`config.mk`:
```
export PLATFORM = sky130hd
export DESIGN_NAME = fb_write_ctrl
export DESIGN_NICKNAME = d
export VERILOG_FILES = /design/src/rtl/fb_pkg.sv /design/src/rtl/fb_edge_det.sv /design/src/rtl/fb_write_ctrl.sv
export SDC_FILE = /design/constraint.sdc
export NUM_CORES = 1
export LEC_CHECK = 0
export ABC_AREA = 1
export CORE_MARGIN = 2
export CORE_UTILIZATION = 50
export DETAILED_ROUTE_END_ITERATION = 12
export PLACE_DENSITY = 0.78
export RECOVER_POWER = 100
export SETUP_SLACK_MARGIN = 0.1
export SYNTH_ARGS = -nofsm -noshare
export SYNTH_HDL_FRONTEND = slang
export SYNTH_SLANG_ARGS = --single-unit
```
`constraint.sdc`:
```
create_clock -name clk -period 3.5 [get_ports clk]
set_input_delay 0.525 -clock clk [delete_from_list [all_inputs] [get_ports clk]]
set_output_delay 0.525 -clock clk [all_outputs]
set_load 0.1 [all_outputs]
```
`src/rtl/fb_pkg.sv`:
```
// Shared framebuffer write-side types: window defaults, coordinate width, FSM states, pixel struct.
package fb_pkg;

  localparam int H_ACTIVE_DEF = 640;
  localparam int V_ACTIVE_DEF = 480;
  localparam int CNT_W_DEF    = 16;
  localparam int COORD_W      = 10;

  typedef enum logic [1:0] {
    SYNC,
    WAIT_FRAME,
    ACTIVE
  } fb_state_e;

  typedef struct packed {
    logic [7:0] r;
    logic [7:0] g;
    logic [7:0] b;
  } rgb24_t;

  // Position counters stop at all-ones so an oversized stream never aliases back into the window.
  function automatic logic [COORD_W-1:0] sat_inc(input logic [COORD_W-1:0] v);
    return (v == '1) ? v : v + 1'b1;
  endfunction

endpackage

```
`src/rtl/fb_edge_det.sv`:
```
// Registers the frame/line valids once and produces the edge strobes the write FSM acts on.
module fb_edge_det (
  input  logic clk,
  input  logic reset,
  input  logic in_fval,
  input  logic in_lval,
  output logic fval_rise,
  output logic fval_fall,
  output logic lval_fall
);

  logic fval_q, fval_d;
  logic lval_q, lval_d;

  always_comb begin
    fval_d = in_fval;
    lval_d = in_lval;
  end

  always_ff @(posedge clk) begin
    if (!reset) begin
      fval_q <= 1'b0;
      lval_q <= 1'b0;
    end else begin
      fval_q <= fval_d;
      lval_q <= lval_d;
    end
  end

  assign fval_rise = in_fval & ~fval_q;
  assign fval_fall = ~in_fval & fval_q;
  assign lval_fall = ~in_lval & lval_q;

endmodule

```
`src/rtl/fb_write_ctrl.sv`:
```
// Frame_Buffer write-port driver: tracks x/y in the RAW2RGB stream, clips to the window, flags errors.
// Define FB_WR_MIRROR_EN to mirror the written X coordinate horizontally.
module fb_write_ctrl
  import fb_pkg::*;
#(
  parameter int H_ACTIVE = H_ACTIVE_DEF,
  parameter int V_ACTIVE = V_ACTIVE_DEF,
  parameter int CNT_W    = CNT_W_DEF
) (
  input  logic               clk,
  input  logic               reset,
  input  logic               in_fval,
  input  logic               in_lval,
  input  logic               in_dval,
  input  logic [7:0]         in_red,
  input  logic [7:0]         in_green,
  input  logic [7:0]         in_blue,
  output logic [7:0]         oRed,
  output logic [7:0]         oGreen,
  output logic [7:0]         oBlue,
  output logic [COORD_W-1:0] oX,
  output logic [COORD_W-1:0] oY,
  output logic               oWE,
  output logic               oFrameDone,
  output logic [CNT_W-1:0]   oFrameCount,
  output logic               oClipErr,
  output logic               oShortErr
);

  localparam logic [COORD_W-1:0] H_LIM  = COORD_W'(H_ACTIVE);
  localparam logic [COORD_W-1:0] V_LIM  = COORD_W'(V_ACTIVE);
  localparam logic [COORD_W-1:0] H_LAST = COORD_W'(H_ACTIVE - 1);

  logic fval_rise, fval_fall, lval_fall;

  fb_edge_det u_edge (
    .clk      (clk),
    .reset    (reset),
    .in_fval  (in_fval),
    .in_lval  (in_lval),
    .fval_rise(fval_rise),
    .fval_fall(fval_fall),
    .lval_fall(lval_fall)
  );

  fb_state_e          state_q, state_d;
  logic [COORD_W-1:0] x_q, x_d, y_q, y_d, ox_q, ox_d, oy_q, oy_d;
  logic [COORD_W-1:0] y_line;
  rgb24_t             rgb_q, rgb_d, pix;
  logic               we_q, we_d, done_q, done_d, clip_q, clip_d, short_q, short_d;
  logic [CNT_W-1:0]   cnt_q, cnt_d;

  assign pix = '{r: in_red, g: in_green, b: in_blue};

  always_comb begin
    state_d = state_q;
    x_d     = x_q;
    y_d     = y_q;
    ox_d    = ox_q;
    oy_d    = oy_q;
    rgb_d   = rgb_q;
    we_d    = 1'b0;
    done_d  = 1'b0;
    cnt_d   = cnt_q;
    clip_d  = clip_q;
    short_d = short_q;
    y_line  = y_q;
    case (state_q)
      SYNC: if (!in_fval) state_d = WAIT_FRAME;
      WAIT_FRAME: begin
        if (fval_rise) begin
          state_d = ACTIVE;
          x_d     = '0;
          y_d     = '0;
          clip_d  = 1'b0;
          short_d = 1'b0;
        end
      end
      ACTIVE: begin
        if (in_dval && in_lval) begin
          if (x_q < H_LIM && y_q < V_LIM) begin
            we_d  = 1'b1;
`ifdef FB_WR_MIRROR_EN
            ox_d  = H_LAST - x_q;
`else
            ox_d  = x_q;
`endif
            oy_d  = y_q;
            rgb_d = pix;
          end else begin
            clip_d = 1'b1;
          end
          x_d = sat_inc(x_q);
        end
        // Line close feeds its updated y into a coincident frame close below.
        if (lval_fall) begin
          x_d = '0;
          if (x_q != '0) y_line = sat_inc(y_q);
          if (x_q < H_LIM) short_d = 1'b1;
          y_d = y_line;
        end
        if (fval_fall) begin
          state_d = WAIT_FRAME;
          done_d  = 1'b1;
          cnt_d   = cnt_q + 1'b1;
          if (y_line < V_LIM) short_d = 1'b1;
        end
      end
      default: state_d = SYNC;
    endcase
  end

  always_ff @(posedge clk) begin
    if (!reset) begin
      state_q <= SYNC;
      x_q     <= '0;
      y_q     <= '0;
      ox_q    <= '0;
      oy_q    <= '0;
      rgb_q   <= '0;
      we_q    <= 1'b0;
      done_q  <= 1'b0;
      cnt_q   <= '0;
      clip_q  <= 1'b0;
      short_q <= 1'b0;
    end else begin
      state_q <= state_d;
      x_q     <= x_d;
      y_q     <= y_d;
      ox_q    <= ox_d;
      oy_q    <= oy_d;
      rgb_q   <= rgb_d;
      we_q    <= we_d;
      done_q  <= done_d;
      cnt_q   <= cnt_d;
      clip_q  <= clip_d;
      short_q <= short_d;
    end
  end

  assign oRed        = rgb_q.r;
  assign oGreen      = rgb_q.g;
  assign oBlue       = rgb_q.b;
  assign oX          = ox_q;
  assign oY          = oy_q;
  assign oWE         = we_q;
  assign oFrameDone  = done_q;
  assign oFrameCount = cnt_q;
  assign oClipErr    = clip_q;
  assign oShortErr   = short_q;

endmodule

```
=== Word level (Yosys, flattened, before mapping) ===
Index checks and enable logic that the tools add are counted.

* Bits in registers: 88
* Input port bits: 29
* Output and inout bits: 64

* Add/sub/neg operators: 3
* Order comparisons: 3
* Eq/ne operators: 11
* Mux-type cells: 25
* Bitwise operators: 6
* Reductions and logical operators: 13

{| class="wikitable"
|+ Operators with widths
! kind !! count
|-
| two-way mux 10 bit || 8
|-
| one-hot mux 10 bit (2 select lines) || 2
|-
| adder 10 x 1 -> 10 bit, second input constant || 2
|-
| == test 10 bit, second input constant || 2
|-
| less-than comparator 10 x 9 -> 1 bit, second input constant || 2
|-
| adder 16 x 1 -> 16 bit, second input constant || 1
|-
| less-than comparator 10 bit, second input constant || 1
|-
| inequality test 2 bit, second input constant || 5
|-
| nonzero test 10 bit || 1
|-
| two-way mux 1 bit || 9
|-
| AND reduction 3 bit || 3
|-
| AND reduction 4 bit || 2
|-
| two-way mux 2 bit || 3
|-
| inequality test 3 bit, second input constant || 2
|-
| one-hot mux 2 bit (3 select lines) || 1
|-
| AND reduction 2 bit || 3
|-
| one-hot mux 1 bit (2 select lines) || 2
|-
| AND 1 bit || 3
|-
| NOT 1 bit || 3
|-
| == test 2 x 1 -> 1 bit, second input constant || 1
|-
| == test 2 bit, second input constant || 1
|-
| logical AND 1 bit || 2
|-
| zero test 2 bit || 1
|-
| nonzero test 2 bit || 1
|}

=== Depth between registers and ports, before layout ===
Gate-level depths: netlist (run 1).

* Depth in word-level cells: 9
* Gate-level depth with buffers: 15

=== Hierarchy ===
From an unflattened synthesis (run 1), not the netlist that was laid out.

* Cells, all modules: 511
* Area, all modules: 3802.4 um2

{| class="wikitable"
|+ By module, submodules not included
! module !! instances !! cells an instance !! area an instance (um2) !! sequential area each (um2)
|-
| fb_write_ctrl || 1 || 499 || 3722.3 || 1721.7
|-
| fb_edge_det || 1 || 12 || 80.1 || 40.0
|}

=== Least setup slack after synthesis (run 1) ===
No wires, ideal clock.

* Path type: register to register
* Start: register cnt_q[0], in the netlist oFrameCount[0]
* End: register cnt_q[12], in the netlist oFrameCount[12]
* Setup time: 0.121 ns
* Arrival time: 2.340 ns
* Slack: 1.039 ns
* Stages on the path, launching flop included: 11
* Path buffers: 0
* Path through: dfxtp_1 > ha_1 > nand3_1 > nor2_1 > nand2_1 > nor2_1 > nand3_1 > nor3_1 > nand2_1 > o21ai_0 > a21oi_1

* Longest elaborated chain between the ends: 1

{| class="wikitable"
|+ RTL lines
! element !! line !! text
|-
| start, declared || fb_write_ctrl.sv:51 || <nowiki>logic [CNT_W-1:0] cnt_q, cnt_d;</nowiki>
|-
| start signal, assigned || fb_write_ctrl.sv:135 || <nowiki>cnt_q <= cnt_d;</nowiki>
|-
| adder 16 x 1 -> 16 bit || fb_write_ctrl.sv:105 || <nowiki>cnt_d = cnt_q + 1'b1;</nowiki>
|}

Every way passes these cells.
A chain may end at the register's enable or synchronous reset.

=== Final worst setup path (run 1) ===
* Start: input port in_fval
* End: register cnt_q[13], in the netlist oFrameCount[13]

* Longest elaborated chain between the ends: 3

{| class="wikitable"
|+ RTL lines
! element !! line !! text
|-
| start, declared || fb_write_ctrl.sv:12 || <nowiki>input logic in_fval,</nowiki>
|-
| NOT 1 bit || fb_edge_det.sv:31 || <nowiki>assign fval_fall = ~in_fval & fval_q;</nowiki>
|-
| AND 1 bit || fb_edge_det.sv:31 ||
|-
| AND reduction 2 bit (no line) || n/a ||
|}

Every way passes these cells.

==> results_dict.tcl, run 1 <==
set metrics [dict create \
    die_h_um 90.7 \
    htree_levels 3 \
    path_cells "dlygate4sd3_1 -> nor2_1 -> nand2_1 -> nor2_1 -> nand3_2 -> nor2_1 -> nand3_2 -> nor2_1 -> nand3_1 -> nor3_1 -> nor3b_2" \
    grt_usage 0.210 \
    required_ps 3720 \
    critPathMaxFanout 7 \
    critPathMostFrequentCell "nor2_1" \
    ctsLongestPathBuffers 2 \
    period_share 0.758 \
    dp_cells 680 \
    cts_tree "built" \
    fin_cells 696 \
    p_comb_frac 0.091 \
    drv_cap 0 \
    cp_slowest_stage_delay_ps 590 \
    async_flop_share 0 \
    cp.arrival_ps 2870 \
    power_density_nw_per_um2 366 \
    io_pins 93 \
    yosysWarnings 0 \
    p_switching_uw 460 \
    die_x_um 90.7 \
    cts-root-buf "clkbuf_8" \
    setup_viol 0 \
    antennaDiodeCount 0 \
    p_leak_nw 1.95 \
    ant_nets 0 \
    p_int_mw 1.32 \
    avgSynthCellArea_um2 7.46 \
    fill_cells 632 \
    routedWlPerCell_um 12.1 \
    core_area_um2 7250 \
    cts_sinks 88 \
    tns_ps 0 \
    startpoint_type "input port" \
    grt_pass1_wl_um 14500 \
    area_growth_pct 29.6 \
    path_class "in -> reg" \
    dieArea_um2 8230 \
    cts_setup_buffers 0 \
    cts_hold_buf 0 \
    switching_share 0.258 \
    synth-seq-area-share 0.469 \
    cts-resized-gates 0 \
    grt_max_degree 48 \
    cts_buffers 9 \
    clk_pin_slew_ps 90 \
    netlist_area_um2 3760 \
    insertion_delay_ps 340 \
    maxSlewHeadroom 0.322 \
    grt_pass1_vias 3249 \
    final_common_cell "inv_1" \
    num_vias 3434 \
    synth_nets 537 \
    fin_worst_skew_ps 12.5 \
    antenna_found_initial 0 \
    grt.overflow.total 0 \
    status "finished clean" \
    drt_pass1_iterations 4 \
    synth_edf_count 0 \
    holdCritPathClass "reg -> reg" \
    slowest_stage "dlygate4sd3_1" \
    numPortBuffers 92 \
    timing_hold_violations_final 0 \
    drive_above_1_share 0.0402 \
    rsz0062_at_grt "no" \
    via_per_inst 4.93 \
    rows 31 \
    ys_ff_latch 88 \
    pwr-share-seq 0.571 \
    fmaxAchievable_ghz 0.377 \
    pwr-share-clk 0.338 \
    peakVddDrop_uv 201 \
    synth_ff_type "dfxtp_1" \
    start_util 0.518 \
    drv_slew 0 \
    syn_inst 504 \
    layout_common_cells "inv_1, dfxtp_1, a21oi_1" \
    route.detailed.drc 0 \
    ys_types 33 \
    worst_pin_slew_ps 1010 \
    hold_ws_ps 443 \
    place_congestion 0.871 \
    drt_wl_total_um 8410 \
    nets 625 \
    fin_crit_ps 2650 \
    place_hpwl_um 6150 \
    power.total_mw 1.78 \
    drt_iter0_markers 141 \
    crit_path_end_kind "flop" \
]
-- cell usage after synthesis (2+ instances only) --
cell type | number | area share
dfxtp_1 | 88 | 0.47
nor3_1 | 16 | 0.021
nor2_1 | 38 | 0.038
nand2_1 | 59 | 0.059
clkbuf_1 | 12 | 0.012
nor2_4 | 5 | 0.015
ha_1 | 4 | 0.013
o21ai_0 | 56 | 0.075
buf_2 | 5 | 0.0067
a211oi_1 | 2 | 0.0040
nor3b_1 | 3 | 0.0060
o21ai_1 | 3 | 0.0040
o21a_1 | 2 | 0.0040
nand3_1 | 20 | 0.027
nand3_2 | 2 | 0.0053
nand4_1 | 8 | 0.013
inv_1 | 94 | 0.094
xor2_1 | 4 | 0.0093
a21oi_1 | 69 | 0.092
-- cell type report --
class | count | area [µm²] | area share
multi-input combinational | 302 | 1510 | 0.310
timing repair buffer | 95 | 952 | 0.195
clock buffer | 11 | 131 | 0.0270
sequential | 88 | 1760 | 0.362
tap | 99 | 124 | 0.0254
inverter | 96 | 360 | 0.0740
clock inverter | 5 | 33.8 | 0.00693
-- power groups by stage --
stage	registers, mW	clock network (mW)	logic [mW]
global placement	1.04	0	0.167
floorplan	1.09	0	0.0582
global route	1.02	0.657	0.177
finish	1.02	0.603	0.163
CTS	1.02	0.621	0.169
detailed placement	1.04	0	0.168
-- through the flow --
step,utilization,instance area (µm²),setup slack [ps]
global placement,0.658,4770,865
finish,0.672,4870,846
detailed placement,0.658,4770,848
CTS,0.680,4930,988
global route,0.672,4870,539
floorplan,-,3760,1040
-- critical path, delay by kind of cell --
kind                   cells  cell delay [ps]
buffers and inverters      1              590
and+or+nand+nor           10             1750
-- metal layers --
layer | vias up | track usage | share of wire
met5 | - | 0 | 0
met4 | 0 | 0.0654 | 0.010
met3 | 7 | 0.0417 | 0.051
met2 | 99 | 0.355 | 0.46
met1 | 1530 | 0.270 | 0.48
li1 | 1798 | - | -
-- state kept, by name, summed over array words and instances (netlist names), 2 cells and up --
register and count:
oFrameCount 16, oGreen 8, y_q 10, oBlue 8, oY 10, state_q 2, x_q 10, oRed 8
oX 10
-- path summary, 6_finish.rpt --
check / slack, ps / end / from / cells after the start
setup / recovery: 850 / oFrameCount[13] / in_fval / 11
hold / removal: 440 / oRed[7] / oRed[7] / 2
setup reg to reg: 1000 / oRed[5] / state_q[1] / 8
hold reg to reg: 440 / oRed[7] / oRed[7] / 2
-- cell families (layout without fill, tap and decap cells) --
kind of cell | count (synthesis) | after routing | synth area share
simple gates | 157 | 157 | 0.203
compound gates | 137 | 137 | 0.190
buf+inv | 114 | 207 | 0.116
flops | 88 | 88 | 0.469
fa+ha+maj | 4 | 4 | 0.0133
xor+xnor | 4 | 4 | 0.00932
Note: power is estimated with default switching activity, not from simulation.
==> inputs of run 2 (changes only) <==
--- a/config.mk
+++ b/config.mk
@@ -7,9 +7,9 @@
 export LEC_CHECK = 0
 export ABC_AREA = 1
 export CORE_MARGIN = 2
-export CORE_UTILIZATION = 50
+export CORE_UTILIZATION = 44
 export DETAILED_ROUTE_END_ITERATION = 12
-export PLACE_DENSITY = 0.78
+export PLACE_DENSITY = 0.72
 export RECOVER_POWER = 100
 export SETUP_SLACK_MARGIN = 0.1
 export SYNTH_ARGS = -nofsm -noshare
==> constraint.sdc (replaced) <==
create_clock -name clk -period 2.2 [get_ports clk]
set_input_delay 0.33 -clock clk [delete_from_list [all_inputs] [get_ports clk]]
set_output_delay 0.33 -clock clk [all_outputs]
set_load 0.1 [all_outputs]
==> results_dict.tcl, run 2 (synthesized netlist as in run 1, its figures left out) <==
set metrics [dict create \
    status "finished clean" \
    grt_usage 0.179 \
    setup_viol 0 \
    die_h_um 96.4 \
    largest_reg_flops 16 \
    required_ps 2420 \
    pwr-share-clk 0.387 \
    cts_sinks 88 \
    crit_path_end_kind "flop" \
    fin_worst_skew_ps 5.81 \
    fmaxAchievable_ghz 0.497 \
    switching_share 0.239 \
    tns_ps 0 \
    pwr-share-seq 0.528 \
    antenna_found_initial 0 \
    p_int_mw 2.33 \
    num_vias 3453 \
    htree_levels 3 \
    hold_ws_ps 411 \
    final_common_cell "inv_1" \
    route.detailed.drc 0 \
    cts_tree "built" \
    peakVddDrop_uv 353 \
    layout_common_cells "inv_1, dfxtp_1, a21oi_1" \
    ant_nets 0 \
    holdCritPathClass "in -> reg" \
    drive_above_1_share 0.163 \
    grt_pass1_vias 3032 \
    die_x_um 96.4 \
    maxSlewHeadroom 0.216 \
    drv_slew 0 \
    grt.overflow.total 0 \
    area_growth_pct 24.8 \
    routedWlPerCell_um 11.9 \
    drv_cap 0 \
    grt_pass1_wl_um 13200 \
    critPathMaxFanout 5 \
    drt_pass1_iterations 5 \
    nets 631 \
    p_comb_frac 0.085 \
    drt_iter0_markers 144 \
    cts_buffers 9 \
    core_area_um2 8260 \
    start_util 0.455 \
    path_class "in -> reg" \
    cts-root-buf "clkbuf_8" \
    dieArea_um2 9300 \
    place_congestion 0.844 \
    insertion_delay_ps 340 \
    place_ws_ps -9.25 \
    period_share 0.915 \
    startpoint_type "input port" \
    grt_max_degree 89 \
    timing_hold_violations_final 0 \
    r2r_slack_ps 310 \
    fin_crit_ps 2010 \
    via_per_inst 4.88 \
    antennaDiodeCount 0 \
    worst_pin_slew_ps 1180 \
    p_switching_uw 734 \
    cp.arrival_ps 2230 \
    drt_wl_total_um 8400 \
    rsz0062_at_grt "yes" \
    rows 33 \
    power.total_mw 3.07 \
    io_pins 93 \
    p_leak_nw 1.85 \
    ctsLongestPathBuffers 2 \
    power_density_nw_per_um2 654 \
    postLayoutSetupSlackWorst_ps 186 \
    clk_pin_slew_ps 80 \
    place_hpwl_um 6050 \
    numPortBuffers 92 \
]
==> run 2: cell count changes in the layout (fill, tap and decap cells not counted), sizes merged <==
cell,change
dlygate4sd3,-65
buf,+6
clkbuf,+65
clkinv,-1
bufinv,+2
clkinvlp,-1
==> run 2: power by group through the flow <==
stage | Combinational [mW] | Sequential, mW | Clock, mW
after global placement | 0.267 | 1.66 | 0
after detailed placement | 0.270 | 1.66 | 0
final | 0.261 | 1.62 | 1.19
after global routing | 0.286 | 1.62 | 1.29
after floorplan | 0.0925 | 1.73 | 0
after CTS | 0.271 | 1.62 | 1.23
==> run 2: area by class of cell <==
cell class / instances / area [µm²]
Clock buffer: 11 / 131
Inverter: 96 / 360
Clock inverter: 5 / 81.3
Multi-Input combinational cell: 302 / 1560
Sequential cell: 88 / 1770
Tap cell: 105 / 131
Fill cell: 822 / 3570
Timing Repair Buffer: 101 / 654
==> run 2: layer usage <==
metal / routed length (µm) / share of wire / up-vias / track usage
met2: 3890 / 0.46 / 82 / 0.299
met1: 3930 / 0.47 / 1550 / 0.232
met4: 88 / 0.010 / 0 / 0.0423
met3: 487 / 0.058 / 8 / 0.0473
li1: - / - / 1813 / -
met5: 0 / 0 / - / 0
==> run 2: critical path, stage by stage <==
cell and delay, ps:
dlygate4sd3_1 620, nor2_4 160, nand2_4 70, nor2_4 100
nand3_2 80, nor2_1 140, nand3_1 150, nor2_4 130
nand3_2 140, nor3_1 230, nor3b_2 70
==> run 2: path summary, 6_finish.rpt <==
path                            startpoint              end  depth (start not counted)
worst max register to register      y_q[0]        oShortErr                         12
worst min-delay path                 reset    u_edge.lval_q                          3
worst min register to register     oRed[7]          oRed[7]                          2
worst max-delay path               in_fval  oFrameCount[13]                         11
==> run 2: what timing repair did <==
action / CTS / global route
endpoints found under the setup margin: 0 / 5
gates resized for setup: 0 / 4
buffers inserted: 0 / 0
hold buffers: 0 / 0
==> run 2: metrics by stage <==
stage          instance area (µm²)  utilization  std cells
2_1_floorplan                 3760            -        504
3_3_place_gp                  4660        0.565        692
3_5_place_dp                  4660        0.565        692
4_1_cts                       4880        0.590        708
5_1_grt                       4690        0.568        708
6_report                      4690        0.568        708
==> inputs of run 3 (changes only) <==
--- a/config.mk
+++ b/config.mk
@@ -6,7 +6,6 @@
 export NUM_CORES = 1
 export LEC_CHECK = 0
 export ABC_AREA = 1
-export CORE_MARGIN = 2
 export CORE_UTILIZATION = 44
 export DETAILED_ROUTE_END_ITERATION = 12
 export PLACE_DENSITY = 0.72
==> results_dict.tcl, run 3 (synthesized netlist as in run 1, its figures left out) <==
set metrics [dict create \
    nets 635 \
    route.detailed.drc 0 \
    insertion_delay_ps 360 \
    cts_sinks 88 \
    status "finished clean" \
    cts_tree "built" \
    grt_usage 0.195 \
    cts-root-buf "clkbuf_8" \
    fin_crit_ps 2010 \
    drive_above_1_share 0.167 \
    routedWlPerCell_um 11.8 \
    cp.arrival_ps 2310 \
    drt_iter0_markers 121 \
    multi_input_area_um2 1550 \
    peakVddDrop_uv 280 \
    period_share 0.916 \
    grt_max_degree 89 \
    layout_common_cells "inv_1, dfxtp_1, a21oi_1" \
    grt_pass1_vias 3094 \
    final_common_cell "inv_1" \
    clk_pin_slew_ps 80 \
    p_int_mw 2.36 \
    drt_pass1_iterations 4 \
    antenna_found_initial 0 \
    drt_wl_total_um 8370 \
    dpl_cell_area_um2 4700 \
    die_h_um 94.4 \
    p_leak_nw 1.86 \
    die_x_um 94.4 \
    grt_pass1_wl_um 13600 \
    place_hpwl_um 6020 \
    grt.overflow.total 0 \
    setup_viol 0 \
    stdcell_area_um2 4710 \
    seqCellArea_um2 1770 \
    startpoint_type "input port" \
    power.total_mw 3.10 \
    area_growth_pct 25.4 \
    dieArea_um2 8920 \
    drv_slew 0 \
    power_density_nw_per_um2 659 \
    start_util 0.455 \
    place_congestion 0.843 \
    cts_setup_buffers 0 \
    drv_cap 0 \
    htree_levels 3 \
    antennaDiodeCount 0 \
    timing_hold_violations_final 0 \
    rows 33 \
    cts_buffers 9 \
    largest_reg_flops 16 \
    ctsLongestPathBuffers 2 \
    crit_path_end_kind "flop" \
    maxSlewHeadroom 0.227 \
    core_area_um2 8260 \
    io_pins 93 \
    num_vias 3434 \
    r2r_slack_ps 280 \
    numPortBuffers 92 \
    path_class "in -> reg" \
    holdCritPathClass "reg -> reg" \
    rsz0062_at_grt "no" \
    p_comb_frac 0.085 \
    switching_share 0.240 \
    worst_pin_slew_ps 1160 \
    critPathMaxFanout 5 \
    ant_nets 0 \
    pwr-share-clk 0.393 \
    p_switching_uw 744 \
    fill_cells 836 \
    fin_worst_skew_ps 7.86 \
    required_ps 2490 \
    via_per_inst 4.83 \
    fmaxAchievable_ghz 0.496 \
    pwr-share-seq 0.522 \
]
==> run 3: cell types whose count changed in the layout (fill, tap and decap cells not counted), moves of 2 or more <==
cell	change
clkbuf_1	-3
clkbuf_2	+3
buf_4	+2
clkdlybuf4s50_1	+2
==> run 3: metal layers <==
layer  up-vias  wire length [µm]  GRT usage
met1      1528              4020      0.245
met3        10               408     0.0362
met2        75              3810      0.322
met5         -                 0          0
li1       1821                 -          -
met4         0               142     0.0885
==> run 3: power by group through the flow <==
stage,logic [mW],clock network (mW),registers (mW)
3_3_place_gp,0.273,0,1.66
4_1_cts,0.278,1.27,1.62
2_1_floorplan,0.0925,0,1.73
5_1_grt,0.285,1.34,1.62
3_5_place_dp,0.275,0,1.66
6_report,0.263,1.22,1.62
==> run 3: final timing paths <==
path            startpoint               to  cells after the start
max                in_fval  oFrameCount[15]                     12
min                oRed[2]          oRed[2]                      2
max reg2reg  u_edge.fval_q  oFrameCount[15]                     12
min reg2reg        oRed[2]          oRed[2]                      2
==> run 3: critical path: stages <==
cell             delay [ps]
clkdlybuf4s50_1         500
nor2_4                  140
nand2_1                 120
nor2_4                  130
nand3_2                  80
nor2_1                  140
nand3_1                 110
nor2_1                  270
nand3_4                 150
nor2_4                  130
o21ai_1                  80
a21oi_2                 130
==> run 3: layout make-up <==
type	instances	share of cell area
flip-flops and latches	88	0.375
multi-input cells	302	0.328
repair buffers	105	0.146
inverters	96	0.0765
clock buffers	10	0.0292
well taps	105	0.0279
clock inverters	5	0.0173
==> run 3: what timing repair did <==
| action | in CTS | in global routing |
|---|---|---|
| setup endpoints to repair | 0 | 3 |
| gates resized for setup | 0 | 2 |
| hold buffers | 0 | 0 |
==> run 3: through the flow <==
step / std cells / TNS, ps / hold slack, ps / util / setup WS [ps]
final: 711 / 0 / 445 / 0.571 / 186
after global routing: 711 / 0 / 465 / 0.571 / 75.3
after CTS: 711 / 0 / 449 / 0.595 / 273
after detailed placement: 696 / -91.9 / 437 / 0.569 / -91.9
after global placement: 696 / -1.75 / 432 / 0.569 / -1.75
after floorplan: 504 / 0 / 423 / - / 101
